**config.mk**
```make
export PLATFORM = sky130hd
export DESIGN_NAME = keypad_scan_fifo_flat
export DESIGN_NICKNAME = d
export VERILOG_FILES = /design/src/rtl/keypad_scan_fifo_if.sv /design/src/rtl/keypad_scan_fifo.sv /design/src/flat_wrapper.sv
export SDC_FILE = /design/constraint.sdc
export NUM_CORES = 1
export LEC_CHECK = 0
export CORE_AREA = 2 2 116 118
export DETAILED_ROUTE_END_ITERATION = 6
export DIE_AREA = 0 0 118 120
export GPL_TIMING_DRIVEN = 0
export MAX_ROUTING_LAYER = met4
export PLACE_DENSITY = 0.7
export SYNTH_ARGS = -nofsm -noshare
export SYNTH_HDL_FRONTEND = slang
export SYNTH_SLANG_ARGS = --single-unit
```
**constraint.sdc**
```tcl
create_clock -name clk -period 3.45 [get_ports clk]
set_clock_uncertainty 0.05 [all_clocks]
set_input_delay 0.69 -clock clk [delete_from_list [all_inputs] [get_ports clk]]
set_output_delay 0.69 -clock clk [all_outputs]
set_load 0.02 [all_outputs]
```
**src/rtl/keypad_scan_fifo_if.sv**
```systemverilog
// keypad_scan_fifo_if: key-event stream from the keypad scanner (valid/ready, head entry)
//   ev_valid  event available at head
//   ev_ready  consumer accepts head when ev_valid & ev_ready
//   ev_code   {press, key index}
interface keypad_scan_fifo_if #(
  parameter int CODE_W = 4
);
  logic              ev_valid;
  logic              ev_ready;
  logic [CODE_W:0]   ev_code;
  modport master(output ev_valid, ev_code, input ev_ready);
  modport slave(input ev_valid, ev_code, output ev_ready);
endinterface

```
**src/rtl/keypad_scan_fifo.sv**
```systemverilog
// keypad_scan_fifo: scanned, debounced keypad with press/release event FIFO and direct-select mux
//   clk, rst_n     clock, async active-low reset
//   key_raw        raw key lines (1 = pressed), asynchronous
//   scan_en        run scan pointer and debounce counters
//   sel_in/mux_out synchronised key_raw[sel_in], 0 when out of range
//   key_state      debounced key states
//   fifo_count     events held; overflow sticky drop flag, clr_ovf clears it
//   ev             event stream (master)
module keypad_scan_fifo #(
  parameter int NUM_KEYS       = 12,
  parameter int CODE_W         = 4,
  parameter int SCAN_DIV       = 1,
  parameter int DEBOUNCE       = 4,
  parameter int FIFO_DEPTH     = 8,
  parameter int REPORT_RELEASE = 0
) (
  input  logic                          clk,
  input  logic                          rst_n,
  input  logic [NUM_KEYS-1:0]           key_raw,
  input  logic                          scan_en,
  input  logic [CODE_W-1:0]             sel_in,
  output logic                          mux_out,
  output logic [NUM_KEYS-1:0]           key_state,
  output logic [$clog2(FIFO_DEPTH):0]   fifo_count,
  output logic                          overflow,
  input  logic                          clr_ovf,
  keypad_scan_fifo_if.master            ev
);
  localparam int AW = $clog2(FIFO_DEPTH);
  localparam int DW = SCAN_DIV > 1 ? $clog2(SCAN_DIV) : 1;
  localparam int CW = DEBOUNCE > 1 ? $clog2(DEBOUNCE) : 1;
  localparam int PW = 2 ** CODE_W;
  logic [NUM_KEYS-1:0] key_m, key_s;
  logic [DW-1:0]       div_cnt;
  logic [CODE_W-1:0]   scan_idx;
  logic [CW-1:0]       cnt [NUM_KEYS];
  logic [PW-1:0]       key_pad;
  logic [CW-1:0]       k_cnt;
  logic                k_val, k_st, tick, accept, push, pop, full, wr_en, drop;
  logic [CODE_W:0]     mem [FIFO_DEPTH];
  logic [CODE_W:0]     last_code;
  logic [AW-1:0]       wr_ptr, rd_ptr;
  always_comb begin
    key_pad = '0;
    key_pad[NUM_KEYS-1:0] = key_s;
    k_st = 1'b0;
    k_cnt = '0;
    for (int k = 0; k < NUM_KEYS; k++) begin
      k_st = scan_idx == CODE_W'(k) ? key_state[k] : k_st;
      k_cnt = scan_idx == CODE_W'(k) ? cnt[k] : k_cnt;
    end
  end
  assign mux_out = key_pad[sel_in];
  assign k_val = key_pad[scan_idx];
  assign tick = scan_en && div_cnt == DW'(SCAN_DIV - 1);
  assign accept = tick && k_val != k_st && k_cnt == CW'(DEBOUNCE - 1);
  assign push = accept && (k_val || REPORT_RELEASE != 0);
  assign full = fifo_count == (AW + 1)'(FIFO_DEPTH);
  assign pop = ev.ev_valid && ev.ev_ready;
  assign wr_en = push && (!full || pop);
  assign drop = push && full && !pop;
  assign ev.ev_valid = fifo_count != '0;
  assign ev.ev_code = ev.ev_valid ? mem[rd_ptr] : last_code;
  always_ff @(posedge clk) begin
    if (wr_en) mem[wr_ptr] <= {k_val, scan_idx};
  end
  always_ff @(posedge clk or negedge rst_n) begin
    if (!rst_n) begin
      key_m <= '0;
      key_s <= '0;
      div_cnt <= '0;
      scan_idx <= '0;
      for (int k = 0; k < NUM_KEYS; k++) cnt[k] <= '0;
      key_state <= '0;
      wr_ptr <= '0;
      rd_ptr <= '0;
      fifo_count <= '0;
      overflow <= 1'b0;
      last_code <= '0;
    end else begin
      key_m <= key_raw;
      key_s <= key_m;
      if (scan_en) div_cnt <= tick ? '0 : div_cnt + 1'b1;
      if (tick) scan_idx <= scan_idx == CODE_W'(NUM_KEYS - 1) ? '0 : scan_idx + 1'b1;
      for (int k = 0; k < NUM_KEYS; k++) begin
        if (tick && scan_idx == CODE_W'(k)) begin
          cnt[k] <= (key_s[k] == key_state[k] || accept) ? '0 : cnt[k] + 1'b1;
          if (accept) key_state[k] <= key_s[k];
        end
      end
      if (wr_en) wr_ptr <= wr_ptr + 1'b1;
      if (pop) begin
        rd_ptr <= rd_ptr + 1'b1;
        last_code <= mem[rd_ptr];
      end
      fifo_count <= (wr_en && !pop) ? fifo_count + 1'b1 : (!wr_en && pop) ? fifo_count - 1'b1 : fifo_count;
      overflow <= drop ? 1'b1 : clr_ovf ? 1'b0 : overflow;
    end
  end
endmodule
```
**src/flat_wrapper.sv**
```systemverilog
// flat-port wrapper written by rule: the top's interface ports become plain ports
module keypad_scan_fifo_flat 
#(
  parameter int NUM_KEYS       = 12,
  parameter int CODE_W         = 4,
  parameter int SCAN_DIV       = 1,
  parameter int DEBOUNCE       = 4,
  parameter int FIFO_DEPTH     = 8,
  parameter int REPORT_RELEASE = 0
)
  (clk, rst_n, key_raw, scan_en, sel_in, mux_out, key_state, fifo_count, overflow, clr_ovf, ev_ev_valid, ev_ev_code, ev_ev_ready);
  keypad_scan_fifo_if #(.CODE_W(CODE_W)) ev_i ();
  input  logic clk;
  input  logic rst_n;
  input  logic [NUM_KEYS-1:0] key_raw;
  input  logic scan_en;
  input  logic [CODE_W-1:0] sel_in;
  output logic mux_out;
  output logic [NUM_KEYS-1:0] key_state;
  output logic [$clog2(FIFO_DEPTH):0] fifo_count;
  output logic overflow;
  input  logic clr_ovf;
  output wire logic [$bits(ev_i.ev_valid)-1:0] ev_ev_valid;
  output wire logic [$bits(ev_i.ev_code)-1:0] ev_ev_code;
  input wire logic [$bits(ev_i.ev_ready)-1:0] ev_ev_ready;
  assign ev_ev_valid = ev_i.ev_valid;
  assign ev_ev_code = ev_i.ev_code;
  assign ev_i.ev_ready = ev_ev_ready;
  keypad_scan_fifo #(.NUM_KEYS(NUM_KEYS), .CODE_W(CODE_W), .SCAN_DIV(SCAN_DIV), .DEBOUNCE(DEBOUNCE), .FIFO_DEPTH(FIFO_DEPTH), .REPORT_RELEASE(REPORT_RELEASE)) u_core (.clk(clk), .rst_n(rst_n), .key_raw(key_raw), .scan_en(scan_en), .sel_in(sel_in), .mux_out(mux_out), .key_state(key_state), .fifo_count(fifo_count), .overflow(overflow), .clr_ovf(clr_ovf), .ev(ev_i));
endmodule
```
==> results.sh <==
export IMPL_status="finished, final reports clean"
export IMPL_max_slew_margin=0.534
export IMPL_htree_levels=4
export IMPL_grt_start_max_net_pins=72
export IMPL_die_w_microns=118
export IMPL_critPathCaptureType="flop"
export IMPL_post_route_period_util=0.990
export IMPL_yosysSeqAreaShare=0.572
export IMPL_drv_slew=0
export IMPL_critPathArrivalTime_ns=3.66
export IMPL_multi_input_area_sq_um=2410
export IMPL_nets=567
export IMPL_ir_worst_vdd_v=0.000554
export IMPL_area_growth_pct=29.0
export IMPL_drive_gt1_frac=0.230
export IMPL_antenna_left=0
export IMPL_synth_area_sq_um=5650
export IMPL_critPathBufInv=6
export IMPL_syn_nets=485
export IMPL_hold_violations=0
export IMPL_grt_pass1_vias=4092
export IMPL_ys_warnings_count=0
export IMPL_cpPeakStageDelay_ns=0.54
export IMPL_finalCriticalPeriod_ns=3.42
export IMPL_fp_row_count=42
export IMPL_min_path_type="in2async"
export IMPL_reg2reg_to="u_core.fifo_count[3]$_DFFE_PN0P_"
export IMPL_final_setup_worst_slack_ns=0.0338
export IMPL_place_gp_congestion=0.968
export IMPL_grt_remaining_overflow=0
export IMPL_leakagePower_nw=2.78
export IMPL_numClockSinks=121
export IMPL_ys_types=54
export IMPL_dieArea_sq_um=14200
export IMPL_yosys_most_used_dff="dfrtp_1"
export IMPL_critical_path_required_ns=3.69
export IMPL_place_ws_ns=-0.668
export IMPL_grt_total_usage=0.192
export IMPL_synth_seq_cells=121
export IMPL_syn_avg_cell_area_sq_um=12.4
export IMPL_cts_hold_buf=0
export IMPL_port_buffers=44
export IMPL_finalSetupViolCount=0
export IMPL_r2r_start="u_core.scan_idx[0]$_DFFE_PN0P_"
export IMPL_synthArstFlopShare=0.669
export IMPL_synth_cells=454
export IMPL_hpwlAfterDp_mm=8.58
export IMPL_cts_tree="done"
export IMPL_drtPass1Iterations=5
export IMPL_cp_start_kind="flop"
export IMPL_fill_cells=1061
export IMPL_drc=0
export IMPL_rsz0062_at_grt="true"
export IMPL_path_cells="inv_4 > ha_2 > buf_6 > buf_6 > a21oi_1 > o21ai_1 > a21oi_2 > o311a_1 > o211ai_1 > buf_4 > inv_4 > ha_4 > inv_2 > ha_1 > a21o_1 > a21oi_2 > xnor2_1 > nor2_1 > xor2_1"
export IMPL_register_area_sq_um=3230
export IMPL_clk_insertion_delay_late_ns=0.41
export IMPL_power_density_nw_per_um2=893
export IMPL_coreArea_sq_um=13000
export IMPL_wl_per_cell_microns=17.7
export IMPL_pin_count=45
export IMPL_crit_slowest_cell="dfrtp_4"
export IMPL_cts_buffers_inserted=17
export IMPL_worstRegToRegCells=19
export IMPL_drt_iter0_markers=219
export IMPL_antenna_found_initial=0
export IMPL_worstSetupPathType="reg2reg"
export IMPL_via_count=4026
export IMPL_fmax_ghz=0.293
export IMPL_cts_root_buffer="clkbuf_16"
export IMPL_viasPerCell=5.55
export IMPL_tightest_slew_ns=0.694
export IMPL_die_y_microns=120
export IMPL_start_util=0.435
export IMPL_cts_clk_slew_worst_paths_ns=0.06
export IMPL_synth_edf_count=40
export IMPL_r2r_setup_slack_ns=0.03
export IMPL_grt_pass1_wl_mm=20.3
export IMPL_crit_family="compound AO/OA/AOI/OAI gates"
export IMPL_clockBufferDepth=2
export IMPL_hold_ws_ns=0.0661
export IMPL_maxCapViolations=0
export IMPL_wirelength_mm=12.8
export IMPL_num_antenna_cells=0
export IMPL_crit_fanout=6
[cells in the mapped netlist, drive strengths merged, types with 2 or more instances]
cell / count / area (sq um)
dfrtp: 81 / 2030
xor2: 2 / 17.5
mux2i: 7 / 70.1
edfxtp: 40 / 1200
nor4: 2 / 12.5
or3b: 2 / 17.5
mux2: 8 / 90.1
o211ai: 2 / 15.0
a22o: 21 / 184
buf: 12 / 71.3
o21ai: 16 / 80.1
o31ai: 15 / 118
ha: 9 / 113
nor2b: 5 / 38.8
a21oi: 31 / 159
a21o: 3 / 22.5
o2bb2ai: 3 / 26.3
o22ai: 2 / 12.5
inv: 19 / 71.3
xnor2: 19 / 166
clkbuf: 10 / 37.5
nor4b: 4 / 35.0
nor2: 14 / 52.6
nand2: 37 / 139
or3: 2 / 17.5
mux4: 16 / 360
a221oi: 2 / 17.5
nand3b: 5 / 37.5
nor3: 20 / 100
nand4b: 8 / 70.1
nor3b: 2 / 20.0
nand2b: 14 / 87.6
nand3: 7 / 35.0
a21boi: 2 / 15.0
[worst max path at each step]
stage | slack [ns] | start | depth (start not counted) | to
global route | -0.06 | u_core.scan_idx[0]$_DFFE_PN0P_ | 19 | u_core.fifo_count[3]$_DFFE_PN0P_
finish | 0.03 | u_core.scan_idx[0]$_DFFE_PN0P_ | 19 | u_core.fifo_count[3]$_DFFE_PN0P_
global placement | -1.55 | rst_n | 1 | u_core.scan_idx[1]$_DFFE_PN0P_
detailed placement | -0.67 | u_core.scan_idx[0]$_DFFE_PN0P_ | 18 | u_core.fifo_count[3]$_DFFE_PN0P_
floorplan | 0.01 | u_core.scan_idx[0]$_DFFE_PN0P_ | 17 | u_core.fifo_count[3]$_DFFE_PN0P_
CTS | -0.24 | u_core.scan_idx[0]$_DFFE_PN0P_ | 17 | u_core.fifo_count[3]$_DFFE_PN0P_
[stage by stage]
step / power, mW / instances / util / cell area [sq um] / setup TNS (ns)
4_1_cts: 6.27 / 716 / 0.542 / 7030 / -2.62
3_5_place_dp: 4.45 / 675 / 0.489 / 6340 / -21.59
3_3_place_gp: 4.34 / 674 / 0.487 / 6320 / -119.53
5_1_grt: 6.86 / 725 / 0.561 / 7280 / -0.150
6_report: 6.50 / 725 / 0.561 / 7280 / 0
2_1_floorplan: 3.66 / 454 / - / 5660 / 0
[worst reg2reg max path: stages, from the launching register on]
cell	delay, ns
dfrtp_4	0.54
inv_4	0.11
ha_2	0.19
buf_6	0.13
buf_6	0.13
a21oi_1	0.05
o21ai_1	0.13
a21oi_2	0.11
o311a_1	0.36
o211ai_1	0.13
buf_4	0.21
inv_4	0.05
ha_4	0.16
inv_2	0.07
ha_1	0.23
a21o_1	0.18
a21oi_2	0.15
xnor2_1	0.13
nor2_1	0.06
xor2_1	0.13
[per-layer routing]
metal  track usage  up-vias  share of wire
met5             -        -              0
met3        0.0490       14          0.044
met2         0.331      136           0.53
met4        0.0723        0          0.014
li1              -     1862              -
met1         0.217     2014           0.41
[flip-flops by register name, summed over array words and instances (netlist names)]
register           cells
u_core.mem            40
u_core.cnt            24
u_core.key_m          12
u_core.key_s          12
u_core.key_state      12
u_core.last_code       5
u_core.fifo_count      4
u_core.scan_idx        4
u_core.rd_ptr          3
u_core.wr_ptr          3
u_core.div_cnt         1
u_core.overflow        1
[cell usage in the layout (no fill, tap or decap), types with 4 or more instances in the layout]
cell type,n
nor4b_2,4
dfrtp_1,78
clkdlybuf4s50_1,43
nand3_1,7
clkbuf_1,11
edfxtp_1,40
nand3b_1,5
buf_4,22
nand2_1,36
mux2i_1,7
mux2_2,8
nor3_1,17
o21ai_0,14
ha_1,4
a22o_1,21
o31ai_1,14
nand4b_1,8
nor2_1,13
a21oi_1,27
mux4_2,16
ha_4,4
a21oi_2,4
nand2b_1,14
xnor2_1,19
clkbuf_16,17
inv_1,15
buf_6,6
[kinds of logic (layout without fill, tap and decap cells)]
kind of cell | count (synthesis) | after routing | synth area share
xor gates and xnor gates | 21 | 21 | 0.0326
AOI/OAI and AO/OA | 106 | 106 | 0.128
muxes | 31 | 31 | 0.0922
and+or+nand+nor | 124 | 124 | 0.120
adders and majority gates | 10 | 10 | 0.0235
buffers and inverters | 41 | 136 | 0.0319
DFF | 121 | 121 | 0.572
[area by class of cell]
class / instances / area share
repair buffers: 64 / 0.0840
multi-input cells: 292 / 0.331
inverters: 19 / 0.0105
plain buffers: 21 / 0.0203
clock buffers: 25 / 0.0667
flip-flops and latches: 121 / 0.444
clock inverters: 7 / 0.0125
well taps: 176 / 0.0302
[report_power, final]
part,switching (mW),internal [mW],leakage [nW]
logic,1.40,1.21,1.17
clock network,0.596,1.12,0.281
registers,0.337,1.84,1.33
total,2.34,4.17,2.78
[repair_timing]
action	CTS	global route
setup buffers	9	10
endpoints found under the setup margin	50	43
gates cloned	0	0
gates resized for setup	15	52
pin swaps	2	14
Power figures use the tool's default switching activity.
